## src/rtl/isi_channel_ocm_filter_if.sv

```systemverilog
// Bus bundle for isi_channel_ocm_filter: symbol stream in/out plus the
// pulse-response memory load port.
interface isi_channel_ocm_filter_if #(
    parameter int SIGNAL_RESOLUTION = 8
);
    logic signed [SIGNAL_RESOLUTION-1:0] signal_in;
    logic                                signal_in_valid;
    logic signed [SIGNAL_RESOLUTION-1:0] signal_out;
    logic                                signal_out_valid;
    logic                                load_mem;
    logic                                done_wait;
    logic [7:0]                          location;
    logic [63:0]                         mem_data;

    modport master (
        output signal_in, signal_in_valid, load_mem, location, mem_data,
        input  signal_out, signal_out_valid, done_wait
    );

    modport slave (
        input  signal_in, signal_in_valid, load_mem, location, mem_data,
        output signal_out, signal_out_valid, done_wait
    );
endinterface

```

## src/rtl/isi_channel_ocm_filter.sv

```systemverilog
// Symbol-rate ISI channel model: loads taps from a 64-bit memory image, then
// convolves the symbol stream with them. Define ISI_OCM_SATURATE_EN to clamp.
module isi_channel_ocm_filter #(
    parameter int PULSE_RESPONSE_LENGTH = 3,
    parameter int SIGNAL_RESOLUTION     = 8,
    parameter int SYMBOL_SEPERATION     = 56
) (
    input logic                    clk,
    input logic                    reset,
    isi_channel_ocm_filter_if.slave bus
);
    localparam int L         = PULSE_RESPONSE_LENGTH;
    localparam int W         = SIGNAL_RESOLUTION;
    localparam int HIST      = (L > 1) ? L - 1 : 1;
    localparam int ACC_W     = 2 * W + $clog2(L);
    localparam int LAST_WORD = ((L - 1) * SYMBOL_SEPERATION) / 8;

    localparam logic signed [ACC_W-1:0] SAT_MAX = ACC_W'((1 << (W - 1)) - 1);
    localparam logic signed [ACC_W-1:0] SAT_MIN = ~SAT_MAX;

    logic signed [W-1:0]     taps [L];
    logic signed [W-1:0]     hist [HIST];
    logic signed [W-1:0]     out_q;
    logic                    out_valid_q;
    logic                    done_q;
    logic signed [ACC_W-1:0] acc;
    logic signed [ACC_W-1:0] shifted;
    logic signed [W-1:0]     result;
    logic                    loading;
    logic                    accept;

    assign loading = bus.load_mem && !done_q;
    assign accept  = bus.signal_in_valid && done_q;

    // Convolution over the pre-shift history, then scale back to Q1.(W-1).
    always_comb begin
        acc = ACC_W'(bus.signal_in) * ACC_W'(taps[0]);
        for (int k = 1; k < L; k++) begin
            acc = acc + ACC_W'(hist[k-1]) * ACC_W'(taps[k]);
        end
        shifted = acc >>> (W - 1);
`ifdef ISI_OCM_SATURATE_EN
        if (shifted > SAT_MAX) begin
            result = W'(SAT_MAX);
        end else if (shifted < SAT_MIN) begin
            result = W'(SAT_MIN);
        end else begin
            result = W'(shifted);
        end
`else
        result = W'(shifted);
`endif
    end

    always_ff @(posedge clk) begin
        if (reset) begin
            for (int k = 0; k < L; k++) begin
                taps[k] <= '0;
            end
            for (int k = 0; k < HIST; k++) begin
                hist[k] <= '0;
            end
            out_q       <= '0;
            out_valid_q <= 1'b0;
            done_q      <= 1'b0;
        end else begin
            // Several taps can share one word; every matching byte is captured.
            if (loading) begin
                for (int k = 0; k < L; k++) begin
                    for (int b = 0; b < 8; b++) begin
                        if (int'(bus.location) * 8 + b == k * SYMBOL_SEPERATION) begin
                            taps[k] <= W'($signed(bus.mem_data[8*b +: 8]));
                        end
                    end
                end
                if (int'(bus.location) == LAST_WORD) begin
                    done_q <= 1'b1;
                end
            end

            out_valid_q <= accept;
            if (accept) begin
                out_q   <= result;
                hist[0] <= bus.signal_in;
                for (int k = 1; k < HIST; k++) begin
                    hist[k] <= hist[k-1];
                end
            end
        end
    end

    assign bus.signal_out       = out_q;
    assign bus.signal_out_valid = out_valid_q;
    assign bus.done_wait        = done_q;
endmodule

```

## src/flat_wrapper.sv

```systemverilog
// flat-port wrapper written by rule: the top's interface ports become plain ports
module isi_channel_ocm_filter_flat 
#(
    parameter int PULSE_RESPONSE_LENGTH = 3,
    parameter int SIGNAL_RESOLUTION     = 8,
    parameter int SYMBOL_SEPERATION     = 56
)
  (clk, reset, bus_signal_in, bus_signal_in_valid, bus_load_mem, bus_location, bus_mem_data, bus_signal_out, bus_signal_out_valid, bus_done_wait);
  isi_channel_ocm_filter_if #(.SIGNAL_RESOLUTION(SIGNAL_RESOLUTION)) bus_i ();
  input logic clk;
  input logic reset;
  input wire logic [$bits(bus_i.signal_in)-1:0] bus_signal_in;
  input wire logic [$bits(bus_i.signal_in_valid)-1:0] bus_signal_in_valid;
  input wire logic [$bits(bus_i.load_mem)-1:0] bus_load_mem;
  input wire logic [$bits(bus_i.location)-1:0] bus_location;
  input wire logic [$bits(bus_i.mem_data)-1:0] bus_mem_data;
  output wire logic [$bits(bus_i.signal_out)-1:0] bus_signal_out;
  output wire logic [$bits(bus_i.signal_out_valid)-1:0] bus_signal_out_valid;
  output wire logic [$bits(bus_i.done_wait)-1:0] bus_done_wait;
  assign bus_i.signal_in = bus_signal_in;
  assign bus_i.signal_in_valid = bus_signal_in_valid;
  assign bus_i.load_mem = bus_load_mem;
  assign bus_i.location = bus_location;
  assign bus_i.mem_data = bus_mem_data;
  assign bus_signal_out = bus_i.signal_out;
  assign bus_signal_out_valid = bus_i.signal_out_valid;
  assign bus_done_wait = bus_i.done_wait;
  isi_channel_ocm_filter #(.PULSE_RESPONSE_LENGTH(PULSE_RESPONSE_LENGTH), .SIGNAL_RESOLUTION(SIGNAL_RESOLUTION), .SYMBOL_SEPERATION(SYMBOL_SEPERATION)) u_core (.clk(clk), .reset(reset), .bus(bus_i));
endmodule
```

## config.mk

```make
export PLATFORM = sky130hd
export DESIGN_NAME = isi_channel_ocm_filter_flat
export DESIGN_NICKNAME = d
export VERILOG_FILES = /design/src/rtl/isi_channel_ocm_filter_if.sv /design/src/rtl/isi_channel_ocm_filter.sv /design/src/flat_wrapper.sv
export SDC_FILE = /design/constraint.sdc
export NUM_CORES = 1
export LEC_CHECK = 0
export CORE_AREA = 8 8 144 146
export CTS_BUF_LIST = sky130_fd_sc_hd__clkbuf_8
export DETAILED_ROUTE_END_ITERATION = 8
export DIE_AREA = 0 0 152 154
export PLACE_DENSITY = 0.72
export SKIP_CTS_REPAIR_TIMING = 1
export SLEW_MARGIN = 5
export SYNTH_ARGS = -nofsm -noshare
export SYNTH_HDL_FRONTEND = slang
export SYNTH_SLANG_ARGS = --single-unit
```

## constraint.sdc

```tcl
create_clock -name clk -period 7.15 [get_ports clk]
set_input_delay 0.715 -clock clk [delete_from_list [all_inputs] [get_ports clk]]
set_output_delay 0.715 -clock clk [all_outputs]
set_load 0.01 [all_outputs]
```

=== Yosys cells after proc, flatten, opt, wreduce, memory -nomap -nowiden ===
Memory sizes are Yosys's and may differ from the RTL's.
Cells that the tools add are included.

* Memory bits (read-only): 0
* Memories: 2
* Memory bits (writable): 40
* Output and inout port bits: 10
* Input bits: 84
* Latch bits: 0
* Flip-flop bits (word level): 10

* Multiply operators: 3
* Equal/unequal tests: 16
* Bitwise gates (word level): 26
* Reduce and logical (&&, ||, !) cells: 12
* Shift-type cells: 0
* Div/mod/pow operators: 0
* Mux-type cells: 127
* Add/subtract/negate cells: 9
* Order comparisons: 0

{| class="wikitable"
|+ Memory list
! memory !! words !! width !! rd ports !! clocked after Yosys merged registers in !! write ports !! line !! source
|-
| u_core.taps || 3 || 8 || 3 || 0 || 3 || isi_channel_ocm_filter.sv:21 || <nowiki>logic signed [W-1:0] taps [L];</nowiki>
|-
| u_core.hist || 2 || 8 || 2 || 0 || 2 || isi_channel_ocm_filter.sv:22 || <nowiki>logic signed [W-1:0] hist [HIST];</nowiki>
|}

{| class="wikitable"
|+ Operators by type and width
! operator !! number
|-
| logical NOT 32 bit || 8
|-
| == test 32 x 7 -> 1 bit, second input constant || 7
|-
| == test 32 x 8 -> 1 bit, second input constant || 7
|-
| two-way mux 8 bit || 26
|-
| two-way mux 1 bit || 101
|-
| adder 11 x 3 -> 12 bit, second input constant || 4
|-
| multiplier 8 x 8 -> 15 bit || 3
|-
| adder 15 bit || 2
|-
| bitwise OR 1 bit || 26
|-
| adder 11 x 2 -> 12 bit, second input constant || 2
|-
| adder 11 x 1 -> 12 bit, second input constant || 1
|-
| == test 8 x 4 -> 1 bit, second input constant || 1
|-
| == test 8 x 5 -> 1 bit, second input constant || 1
|-
| logical AND 1 bit || 2
|-
| AND reduction 2 bit || 1
|-
| logical NOT 1 bit || 1
|}

=== Logic depth before layout (Yosys ltp) ===
Gate-level depths: netlist of the first run.

* Depth after elaboration: 13
* Mapped depth: 23
* Gate-level depth less buffers: 23

=== Worst setup path after synthesis of the first run ===
OpenSTA, ideal clock, no wires.

* Path type: input to register
* Start: input port bus_signal_in[6]
* End: register u_core.out_q[7] (netlist: u_core.bus.signal_out[7])
* Arrival time: 6307 ps
* Slack: 726 ps
* Stages: 22
* Path through: clkbuf_1 > nand2_1 > fa_1 > inv_1 > fa_1 > inv_1 > fa_1 > fa_1 > inv_1 > fa_1 > fa_1 > inv_1 > fa_1 > inv_1 > ha_1 > a21o_1 > a21oi_1 > o21bai_1 > a211o_1 > o41ai_4 > xnor2_1 > a22o_1

* Longest elaborated chain between the ends: 3

{| class="wikitable"
|+ RTL lines
! item !! line !! source
|-
| from (decl) || flat_wrapper.sv:12 || <nowiki>input wire logic [$bits(bus_i.signal_in)-1:0] bus_signal_in;</nowiki>
|-
| multiplier 8 x 8 -> 15 bit || isi_channel_ocm_filter.sv:37 || <nowiki>acc = ACC_W'(bus.signal_in) * ACC_W'(taps[0]);</nowiki>
|-
| adder 15 bit (2 in a row) || isi_channel_ocm_filter.sv:39 || <nowiki>acc = acc + ACC_W'(hist[k-1]) * ACC_W'(taps[k]);</nowiki>
|-
| to (signal assigned) || isi_channel_ocm_filter.sv:83 || <nowiki>out_q <= result;</nowiki>
|-
| to (decl) || isi_channel_ocm_filter.sv:23 || <nowiki>logic signed [W-1:0] out_q;</nowiki>
|}

No other way between the ends.
A chain may end at the register's enable or synchronous reset.

=== Final worst setup path of the first run ===
* Start: input port bus_signal_in[2]
* End: register u_core.out_q[7] (netlist: u_core.bus.signal_out[7])

The elaborated chain is that of the path after synthesis.

==> flow_summary.toml, run 1 <==
[status]
outcome = "finished, final reports clean"

[clock_tree]
root_buffer = "clkbuf_8"
numCtsBuffers = 5
clock_sinks = 50
cts_tree = "built"
clk_latency_ps = 320
htreeDepth = 2
clk_pin_slew_ps = 100
clock_path_buffers = 2

[synthesis]
yosysSeqAreaShare = 0.155
syn_area_mm2 = 0.00902
synth-main-ff-cell = "edfxtp_1"
ys_types = 38
synth-seq-cells = 50
synthCells = 879
synth_edf_count = 40
syn_nets = 1225
synth-async-reset-ratio = 0
yosys_warnings = 0
synth.avg_cell_area_um2 = 10.3

[floorplan]
core_mm2 = 0.0185
initial_core_util = 0.489
num_io_pins = 94
die_h_um = 154
rows = 50
dieWidth_um = 152
die-area_mm2 = 0.0234

[drt]
dr.pass1.iters = 4
drc = 0
num_vias = 5786
viasPerCell = 4.98
routed_wirelength_um = 19900
avgRoutedWirePerCell_um = 17.1
initialDrtViolationCount = 294
ant_nets = 0

[timing]
fin_crit_ps = 6780
drv_slew = 0
setup_viol = 0
period_share = 0.949
tns_ps = 0
relSlewSlack = 0.361
clock.fmax_mhz = 147
rsz0062_at_grt = "false"
tightest_slew_ps = 958
fin_skew_ps = 6.64
final-hold-violation-count = 0

[setup_path]
crit_type = "primary input to register"
crit_path_end_kind = "register"
cp.required_ps = 7370
rrSetupSlack_ps = 630
path_max_fanout = 9
cp-start-kind = "primary input"
crit-reg2reg-launch = "u_core.taps[1][1]"
startpoint = "bus_signal_in[2]"
rr_endpoint = "u_core.bus.signal_out[7]"
rr_worst_depth = 17
critical_path_arrival_ps = 7000
cp-endpoint = "u_core.bus.signal_out[7]"

[grt]
grt_first_pass_wirelength_um = 33400
antenna_found_initial = 0
overflow = 0
grt_max_degree = 19
grt_usage = 0.179
grt_pass1_vias = 6455

[placed_design]
hpwlAfterDp_um = 17300
gp_congestion = 0.880
port_buffers = 37
place_inst = 1154

[final_layout]
mostFrequentLayoutCells = "inv_1 (256), fa_1 (197), and2_1 (125)"
fin_util = 0.534
diodes = 0
drive_above_1_share = 0.0302
layout_commonest_cell = "inv_1"
nNetsFinal = 1273
area_growth_pct = 9.11
final_cell_count_no_fill = 1162

[hold_path]
min_path_type = "register to register"

[job]
maxCapViolations = 0
==> metrics by stage <==
stage | area [um^2] | hold slack (ps) | setup slack, ps
after detailed placement | 9750 | 459 | 52.5
final | 9850 | 476 | 368
after global routing | 9850 | 511 | 136
after global placement | 9750 | 456 | 92.6
after floorplan | 9020 | 477 | 726
after CTS | 9850 | 476 | 372
==> sequential cells by signal (all words and copies together), names as in the netlist <==
signal / count
u_core.bus.signal_out: 8
u_core.bus.signal_out_valid: 1
u_core.bus.done_wait: 1
u_core.taps: 24
u_core.hist: 16
==> cell families after synthesis <==
family | synth area share
compound gates | 0.0275
xor+xnor | 0.0402
fa+ha+maj | 0.527
buf+inv | 0.110
flops | 0.155
simple gates | 0.139
==> synth_stat cells (2+ instances only) <==
library cell  number  share of area
dfxtp_1           10          0.022
and2_1           125          0.087
a21o_1             4         0.0033
o21bai_1           3         0.0025
o21ai_0            2         0.0011
a21oi_1            8         0.0044
xor2_1             5         0.0049
xnor2_1           32          0.031
a22o_1             7         0.0068
nand2b_1          12         0.0083
edfxtp_1          40           0.13
ha_1              65          0.090
inv_1            256           0.11
nand2_1           68          0.028
clkbuf_1           7         0.0029
fa_1             197           0.44
nor3_1             3         0.0017
nor2_1            15         0.0062
==> worst max-delay path: stages <==
cell	delay, ps
clkdlybuf4s50_1	710
nand2_1	140
fa_1	550
inv_1	50
fa_1	480
inv_1	60
fa_1	450
fa_1	550
inv_1	60
fa_1	440
fa_1	520
inv_1	50
fa_1	470
inv_1	40
ha_1	270
a21o_1	170
a21oi_1	210
o21bai_1	90
a211o_1	420
o41ai_4	250
xnor2_1	100
a22o_1	200
==> layer usage <==
metal / share of wire / GRT usage / vias to the layer above
met5: 0 / 0 / -
met3: 0.046 / 0.0238 / 26
met1: 0.43 / 0.228 / 2982
met4: 0.025 / 0.0547 / 0
li1: - / - / 2640
met2: 0.50 / 0.314 / 138
==> area by class of cell <==
cell class,instances,area [um^2]
clock buffers,5,68.8
clock inverters,3,28.8
fillers,1592,8610
inverters,256,961
multi-input cells,564,6630
flip-flops and latches,50,1400
well taps,234,293
repair buffers,50,468
==> how the worst min path moves through the flow <==
stage | startpoint | to | slack (ps) | depth (start not counted)
CTS | u_core.bus.signal_out[0] | u_core.bus.signal_out[0] | 480 | 2
floorplan | u_core.bus.signal_out[0] | u_core.bus.signal_out[0] | 480 | 2
global route | u_core.bus.signal_out[1] | u_core.bus.signal_out[1] | 510 | 1
global placement | u_core.bus.signal_out[0] | u_core.bus.signal_out[0] | 460 | 2
detailed placement | u_core.bus.signal_out[0] | u_core.bus.signal_out[0] | 460 | 2
finish | u_core.bus.signal_out[0] | u_core.bus.signal_out[0] | 480 | 2
Power of run 1 is left out: the tool's default activity adds up to more than one toggle a clock period on the data nets, which glitch-free logic cannot reach.
==> inputs of run 2 (changes only) <==
CTS_CLUSTER_DIAMETER = 100   (was unset)
==> results of run 2 <==
Same layout as run 1: the final DEF is identical, and so are final timing and power.
Power of run 2 is left out for the same reason.
